**config.mk**
```make
export PLATFORM = sky130hd
export DESIGN_NAME = otter_io_timer_flat
export DESIGN_NICKNAME = d
export VERILOG_FILES = /design/src/rtl/otter_io_pkg.sv /design/src/rtl/otter_io_timer_if.sv /design/src/rtl/otter_io_timer_prescaler.sv /design/src/rtl/otter_io_timer.sv /design/src/flat_wrapper.sv
export SDC_FILE = /design/constraint.sdc
export NUM_CORES = 1
export LEC_CHECK = 0
export ABC_AREA = 1
export CAP_MARGIN = 20
export CORE_MARGIN = 2
export CORE_UTILIZATION = 40
export DETAILED_ROUTE_END_ITERATION = 6
export PLACE_DENSITY_LB_ADDON = 0.08
export SLEW_MARGIN = 20
export SYNTH_ARGS = -nofsm -noshare
export SYNTH_HDL_FRONTEND = slang
export SYNTH_HIERARCHICAL = 1
export SYNTH_SLANG_ARGS = --single-unit
```
**constraint.sdc**
```tcl
create_clock -name CLK -period 5.6 [get_ports CLK]
set_clock_uncertainty 0.15 [all_clocks]
set_input_delay 1.12 -clock CLK [delete_from_list [all_inputs] [get_ports CLK]]
set_output_delay 1.12 -clock CLK [all_outputs]
set_load 0.02 [all_outputs]
```
**src/rtl/otter_io_pkg.sv**
```systemverilog
// Shared register map, CTRL bit positions and state encoding for the OTTER IO timer.
package otter_io_pkg;

  localparam logic [4:0] OFF_CTRL     = 5'h00;
  localparam logic [4:0] OFF_LOAD     = 5'h04;
  localparam logic [4:0] OFF_COUNT    = 5'h08;
  localparam logic [4:0] OFF_STATUS   = 5'h0C;
  localparam logic [4:0] OFF_PRESCALE = 5'h10;

  localparam int CTRL_EN   = 0;
  localparam int CTRL_AUTO = 1;
  localparam int CTRL_IE   = 2;

  typedef enum logic {
    ST_IDLE = 1'b0,
    ST_RUN  = 1'b1
  } timer_state_e;

  // The window is 32 bytes wide; only word-aligned accesses decode.
  function automatic logic addr_hit(input logic [26:0] addr_hi,
                                    input logic [1:0]  addr_lo,
                                    input logic [26:0] base_hi);
    return (addr_hi == base_hi) && (addr_lo == 2'b00);
  endfunction

endpackage

```
**src/rtl/otter_io_timer_if.sv**
```systemverilog
// IOBUS connection between the MCU (master) and a memory-mapped peripheral (slave).
interface otter_io_timer_if;
  logic [31:0] IOBUS_ADDR;
  logic [31:0] IOBUS_OUT;
  logic        IOBUS_WR;
  logic [31:0] IOBUS_IN;

  modport master (output IOBUS_ADDR, output IOBUS_OUT, output IOBUS_WR, input IOBUS_IN);
  modport slave  (input IOBUS_ADDR, input IOBUS_OUT, input IOBUS_WR, output IOBUS_IN);
endinterface

```
**src/rtl/otter_io_timer_prescaler.sv**
```systemverilog
// Free-running prescaler: counts 0..limit while enabled and ticks on the limit cycle.
module io_prescaler #(
  parameter int PRE_W = 16
) (
  input  logic             clk,
  input  logic             reset,
  input  logic             clear,
  input  logic             enable,
  input  logic [PRE_W-1:0] limit,
  output logic             tick
);

  logic [PRE_W-1:0] cnt_r;
  logic             at_limit_s;

  assign at_limit_s = (cnt_r == limit);
  assign tick       = enable && at_limit_s;

  // Clear has priority so a reload or restart always begins a full period.
  always_ff @(posedge clk) begin
    if (reset) begin
      cnt_r <= '0;
    end else if (clear) begin
      cnt_r <= '0;
    end else if (enable) begin
      if (at_limit_s) begin
        cnt_r <= '0;
      end else begin
        cnt_r <= cnt_r + {{(PRE_W-1){1'b0}}, 1'b1};
      end
    end
  end

endmodule

```
**src/rtl/otter_io_timer.sv**
```systemverilog
// Memory-mapped down-counting timer on the OTTER IOBUS with prescaler,
// optional auto-reload and a one-cycle interrupt pulse on expiry.
module otter_io_timer
  import otter_io_pkg::*;
#(
  parameter logic [31:0] BASE_ADDR = 32'h1100_0100,
  parameter int          PRE_W     = 16
) (
  input  logic            CLK,
  input  logic            RESET,
  otter_io_timer_if.slave bus,
  output logic            INTR
);

  timer_state_e     state_r;
  logic             auto_r;
  logic             ie_r;
  logic [31:0]      load_r;
  logic [31:0]      count_r;
  logic [PRE_W-1:0] prescale_r;
  logic             exp_r;
  logic             intr_r;
  logic [31:0]      rd_data_r;

  logic        hit_s;
  logic [4:0]  off_s;
  logic [31:0] wdata_s;
  logic        wr_ctrl_s;
  logic        wr_load_s;
  logic        wr_status_s;
  logic        wr_pre_s;
  logic        run_s;
  logic        tick_s;
  logic        pre_clear_s;
  logic        expire_s;
  logic [31:0] rd_mux_s;

  assign hit_s       = addr_hit(bus.IOBUS_ADDR[31:5], bus.IOBUS_ADDR[1:0], BASE_ADDR[31:5]);
  assign off_s       = {bus.IOBUS_ADDR[4:2], 2'b00};
  assign wdata_s     = bus.IOBUS_OUT;
  assign wr_ctrl_s   = bus.IOBUS_WR && hit_s && (off_s == OFF_CTRL);
  assign wr_load_s   = bus.IOBUS_WR && hit_s && (off_s == OFF_LOAD);
  assign wr_status_s = bus.IOBUS_WR && hit_s && (off_s == OFF_STATUS);
  assign wr_pre_s    = bus.IOBUS_WR && hit_s && (off_s == OFF_PRESCALE);

  assign run_s       = (state_r == ST_RUN);
  assign pre_clear_s = wr_load_s || (wr_ctrl_s && wdata_s[CTRL_EN]);
  // A LOAD write on the same edge replaces the count, so that tick cannot expire.
  assign expire_s    = tick_s && (count_r == 32'd0) && !wr_load_s;

  io_prescaler #(.PRE_W(PRE_W)) u_prescaler (
    .clk    (CLK),
    .reset  (RESET),
    .clear  (pre_clear_s),
    .enable (run_s),
    .limit  (prescale_r),
    .tick   (tick_s)
  );

  // Run/idle state and CTRL mode bits; a CTRL write overrides a one-shot stop.
  always_ff @(posedge CLK) begin
    if (RESET) begin
      state_r <= ST_IDLE;
      auto_r  <= 1'b0;
      ie_r    <= 1'b0;
    end else if (wr_ctrl_s) begin
      state_r <= wdata_s[CTRL_EN] ? ST_RUN : ST_IDLE;
      auto_r  <= wdata_s[CTRL_AUTO];
      ie_r    <= wdata_s[CTRL_IE];
    end else begin
      case (state_r)
        ST_IDLE: state_r <= ST_IDLE;
        ST_RUN:  state_r <= (expire_s && !auto_r) ? ST_IDLE : ST_RUN;
        default: state_r <= ST_IDLE;
      endcase
    end
  end

  // Counter datapath, expiry flag and interrupt pulse.
  always_ff @(posedge CLK) begin
    if (RESET) begin
      load_r     <= 32'd0;
      count_r    <= 32'd0;
      prescale_r <= '0;
      exp_r      <= 1'b0;
      intr_r     <= 1'b0;
    end else begin
      if (wr_load_s) begin
        load_r  <= wdata_s;
        count_r <= wdata_s;
      end else if (tick_s) begin
        if (count_r != 32'd0) begin
          count_r <= count_r - 32'd1;
        end else if (auto_r) begin
          count_r <= load_r;
        end
      end
      if (wr_pre_s) begin
        prescale_r <= wdata_s[PRE_W-1:0];
      end
      // A new expiry outranks a simultaneous write-1-to-clear.
      if (expire_s) begin
        exp_r <= 1'b1;
      end else if (wr_status_s && wdata_s[0]) begin
        exp_r <= 1'b0;
      end
      intr_r <= expire_s && ie_r;
    end
  end

  // Read mux for the address on the bus this cycle; misses and unused slots read 0.
  always_comb begin
    rd_mux_s = 32'd0;
    if (hit_s) begin
      case (off_s)
        OFF_CTRL:     rd_mux_s = {29'd0, ie_r, auto_r, run_s};
        OFF_LOAD:     rd_mux_s = load_r;
        OFF_COUNT:    rd_mux_s = count_r;
        OFF_STATUS:   rd_mux_s = {31'd0, exp_r};
        OFF_PRESCALE: rd_mux_s = 32'(prescale_r);
        default:      rd_mux_s = 32'd0;
      endcase
    end else begin
      rd_mux_s = 32'd0;
    end
  end

  // Read data is returned one cycle after the address.
  always_ff @(posedge CLK) begin
    if (RESET) begin
      rd_data_r <= 32'd0;
    end else begin
      rd_data_r <= rd_mux_s;
    end
  end

  assign bus.IOBUS_IN = rd_data_r;
  assign INTR         = intr_r;

endmodule

```
**src/flat_wrapper.sv**
```systemverilog
// flat-port wrapper written by rule: the top's interface ports become plain ports
module otter_io_timer_flat import otter_io_pkg::*;
#(
  parameter logic [31:0] BASE_ADDR = 32'h1100_0100,
  parameter int          PRE_W     = 16
)
  (CLK, RESET, INTR, bus_IOBUS_ADDR, bus_IOBUS_OUT, bus_IOBUS_WR, bus_IOBUS_IN);
  otter_io_timer_if bus_i ();
  input  logic CLK;
  input  logic RESET;
  output logic INTR;
  input wire logic [$bits(bus_i.IOBUS_ADDR)-1:0] bus_IOBUS_ADDR;
  input wire logic [$bits(bus_i.IOBUS_OUT)-1:0] bus_IOBUS_OUT;
  input wire logic [$bits(bus_i.IOBUS_WR)-1:0] bus_IOBUS_WR;
  output wire logic [$bits(bus_i.IOBUS_IN)-1:0] bus_IOBUS_IN;
  assign bus_i.IOBUS_ADDR = bus_IOBUS_ADDR;
  assign bus_i.IOBUS_OUT = bus_IOBUS_OUT;
  assign bus_i.IOBUS_WR = bus_IOBUS_WR;
  assign bus_IOBUS_IN = bus_i.IOBUS_IN;
  otter_io_timer #(.BASE_ADDR(BASE_ADDR), .PRE_W(PRE_W)) u_core (.CLK(CLK), .RESET(RESET), .bus(bus_i), .INTR(INTR));
endmodule
```
==> implementation parameters <==
Parameter                              Value

Worst setup path
  R2R Path Start ... u_core/run_s$_SDFF_PP0_
  Critical Path Fanout Max ... 30
  Endpoint of the lowest-slack register-to-register path ... u_core/count_r[17]$_SDFFE_PP0P_
  Worst reg2reg setup slack ... 2.73 ns
  Depth of the worst register-to-register path ... 11
  Setup Crit Path Kind ... input pin to flip-flop
  Worst Path Required ... 5.82 ns
  CP endpoint kind ... flip-flop
  CP startpoint ... bus_IOBUS_ADDR[16]
  CP Data Arrival Time ... 3.97 ns
  Nature of the critical path startpoint ... input pin

Min path
  Beginning of the worst hold path ... u_core/load_r[2]$_SDFFE_PP0P_
  Path class of the lowest-slack min-delay path ... flip-flop to flip-flop
  Worst hold path depth ... 2
  Destination of the worst hold path ... u_core/load_r[2]$_SDFFE_PP0P_

Floorplanning
  Core footprint ... 18090 um2
  Effective utilization at floorplan ... 40.99%
  Horizontal extent of the die ... 140.1 um
  Cell Rows ... 49
  I/O pin count ... 100
  Die outline area ... 19640 um2
  Height of the die ... 140.1 um

Logic synthesis
  Most instantiated flip-flop cell in the synthesis netlist ... sky130_fd_sc_hd__dfxtp_1
  Synth cell types ... 38
  Post-synthesis register bit count ... 133
  Post-synthesis async set-or-reset flop share ... 0%
  Number of warnings printed during yosys synthesis ... 6
  Post-synth design cell area ... 7413 um2
  Number of flops mapped to enable cells by yosys ... 0
  Post-synthesis cell count ... 1198
  Avg Cell Area, Syn ... 6.188 um2
  Net count after synthesis ... 1268
  Seq/Total Area, Yosys ... 35.92%

Outcome
  Outcome ... finished, violations left
  Failing checks ... DRC

Final layout
  Most common cell after layout, fill and taps aside ... sky130_fd_sc_hd__nand2_1
  Post-layout instance area ... 9156 um2
  Signed area change from the synthesized netlist to the final layout ... 23.51%
  Leading cell types in the layout, fill and taps excluded ... sky130_fd_sc_hd__nand2_1 (356), sky130_fd_sc_hd__nor2_1 (225), sky130_fd_sc_hd__dfxtp_1 (133)
  Utilization after layout ... 50.63%
  Filler instances ... 1889
  # nets final ... 1350
  Fraction of final layout cells sized beyond drive strength 1 ... 7.270%
  Number of antenna diodes ... 0

Route
  Routed len/inst ... 14.60 um
  Number of design rule violations left after detail routing ... 7
  Post-route ant nets ... 0
  Vias after detailed routing ... 7574
  Number of optimization iterations in the first detailed-route pass ... 7
  Total length of routed wires ... 22.22 mm
  Via-to-Cell Ratio ... 4.976
  1st-iter DRT viols ... 552

CTS
  TritonCTS Buffers ... 17
  Clock transition at the registers of the reported paths ... 0.06 ns
  Clock net sink count ... 133
  Latest clock arrival within the worst-skew pair ... 0.43 ns
  Count of buffers added by post-CTS timing repair for setup ... 0
  Resized cells post-CTS ... 0
  H-Tree Level Count ... 4
  CTS Root Cell ... sky130_fd_sc_hd__clkbuf_16
  CTS Hold Bufs ... 0
  Maximum buffer depth of the clock tree ... 2
  CTS tree ... yes

Timing
  Total negative slack ... 0 ns
  Minimum clock period after layout ... 3.751 ns
  Peak Freq ... 0.2666 GHz
  Slew of the pin with the lowest slew margin ... 0.8515 ns
  Post-route fraction of the period consumed by the critical path ... 66.98%
  Max-slew violations ... 0
  Setup violations, final ... 0
  Slew Limit Headroom ... 43.03%
  Count of final hold-check violations ... 0
  Setup repair after global routing missed its margin ... no

Job
  Max-capacitance violation count ... 0

Place
  Count of input and output buffers ... 99
  RePlAce Congestion ... 0.8828
  Hpwl dp ... 15.84 mm
  Post-Place Cell Area ... 8541 um2

GRT
  Remaining global-route overflow ... 0
  Grt met1 use ... 33.60%
  Met2 capacity usage during global routing ... 35.62%
  Maximum number of pins on one net before global-route repair ... 50
  First-pass GRT wire length ... 36.40 mm
  Number of antenna violations at the first check in global routing ... 0
  Global-route layer with the greatest usage ... met2
  Total routing resource utilization after global routing ... 23.17%
  Vias in the first global route ... 7035
  GR met3 Demand/Resource ... 3.692%

Power
  Total power divided by cell area ... 239.8 nW/um2
  LEAKAGE ... 0.003836 uW
  Overall Power ... 2196 uW
  Maximum ir drop on the vdd rail ... 0.1990 mV
[flip-flops by register name, indices dropped and copies added (netlist names)]
name and cells:
u_core/bus.IOBUS_IN 32, u_core/count_r 32, u_core/load_r 32, u_core/prescale_r 16, u_core/u_prescaler/cnt_r 16, u_core/INTR 1, u_core/auto_r 1, u_core/exp_r 1
u_core/ie_r 1, u_core/run_s 1
[cells by family (layout without fill, tap and decap cells)]
kind of cell               count (synthesis)  after routing  share of synthesized area (%)
and+or+nand+nor                          715            715                          40.59
buffers and inverters                    158            253                          8.624
DFF                                      133            133                          35.92
xor gates and xnor gates                  21             21                          2.481
adders and majority gates                  3              3                         0.5064
AOI/OAI and AO/OA                        168            168                          11.88
[worst max-delay path by stage]
stage	slack, ns	end
after floorplan	2.95	u_core/u_prescaler/cnt_r[1]$_SDFFE_PP0P_
after global placement	1.51	u_core/count_r[4]$_SDFFE_PP0P_
after detailed placement	1.42	u_core/count_r[26]$_SDFFE_PP0P_
after CTS	1.86	u_core/count_r[26]$_SDFFE_PP0P_
after global routing	1.53	u_core/count_r[21]$_SDFFE_PP0P_
final	1.85	u_core/count_r[26]$_SDFFE_PP0P_
[layout make-up]
class                      count  area (um2)  share of cell area [%]
inverter                     116       437.9                   4.783
tap                          229       286.5                   3.129
clock inverter                12       153.9                   1.681
sequential                   133        2663                   29.08
timing repair buffer         105        1031                   11.26
multi-input combinational    907        4128                   45.08
clock buffer                  20       456.7                   4.988
[layer usage]
metal	vias up	wire [um]
li1	3939	-
met1	3445	11150
met2	172	9742
met3	18	1036
met4	0	291
met5	-	0
[per-stage QoR]
step                setup slack (ns)  hold WS (ns)  std cells
floorplan                      2.947        0.2870       1198
global placement               1.506        0.3008       1490
detailed placement             1.423        0.3070       1490
CTS                            1.859        0.3158       1522
global route                   1.533        0.3445       1522
finish                         1.849        0.3167       1522
[cell usage after synthesis (3+ instances only)]
master,count,area share [%]
sky130_fd_sc_hd__nand3_2,3,0.41
sky130_fd_sc_hd__xor2_1,16,1.9
sky130_fd_sc_hd__xnor2_1,5,0.59
sky130_fd_sc_hd__nor2_4,3,0.46
sky130_fd_sc_hd__clkbuf_1,28,1.4
sky130_fd_sc_hd__nor2_1,225,11
sky130_fd_sc_hd__inv_2,4,0.20
sky130_fd_sc_hd__dfxtp_1,133,36
sky130_fd_sc_hd__a31oi_1,9,0.76
sky130_fd_sc_hd__nor2_2,18,1.5
sky130_fd_sc_hd__nor3_1,10,0.68
sky130_fd_sc_hd__ha_1,3,0.51
sky130_fd_sc_hd__nand3b_1,9,0.91
sky130_fd_sc_hd__o21ai_0,63,4.3
sky130_fd_sc_hd__nand3_1,58,3.9
sky130_fd_sc_hd__buf_6,3,0.46
sky130_fd_sc_hd__buf_2,8,0.54
sky130_fd_sc_hd__o22ai_1,4,0.34
sky130_fd_sc_hd__nand2_2,17,1.4
sky130_fd_sc_hd__a221oi_1,4,0.47
sky130_fd_sc_hd__nor2b_1,3,0.25
sky130_fd_sc_hd__nand2_1,356,18
sky130_fd_sc_hd__o21ai_1,6,0.41
sky130_fd_sc_hd__nand4_1,4,0.34
sky130_fd_sc_hd__inv_1,110,5.6
sky130_fd_sc_hd__a21oi_1,79,5.3
[power by group]
part	switching, uW	internal [uW]
sequential	0.000000185	946
clock	434	722
combinational	45.2	48.4
[critical path, cell delays in order]
cell                              delay (ns)
sky130_fd_sc_hd__clkdlybuf4s50_1        0.42
sky130_fd_sc_hd__nor2_1                 0.11
sky130_fd_sc_hd__nand2_1                0.05
sky130_fd_sc_hd__nor2_1                 0.11
sky130_fd_sc_hd__nand2_1                0.07
sky130_fd_sc_hd__nor2_1                 0.27
sky130_fd_sc_hd__nand3_2                0.53
sky130_fd_sc_hd__inv_1                  0.83
sky130_fd_sc_hd__nand2_1                0.19
sky130_fd_sc_hd__nand2_2                0.10
sky130_fd_sc_hd__nor2_1                 0.06
sky130_fd_sc_hd__nor2_1                 0.09
Power figures use the tool's default switching activity.
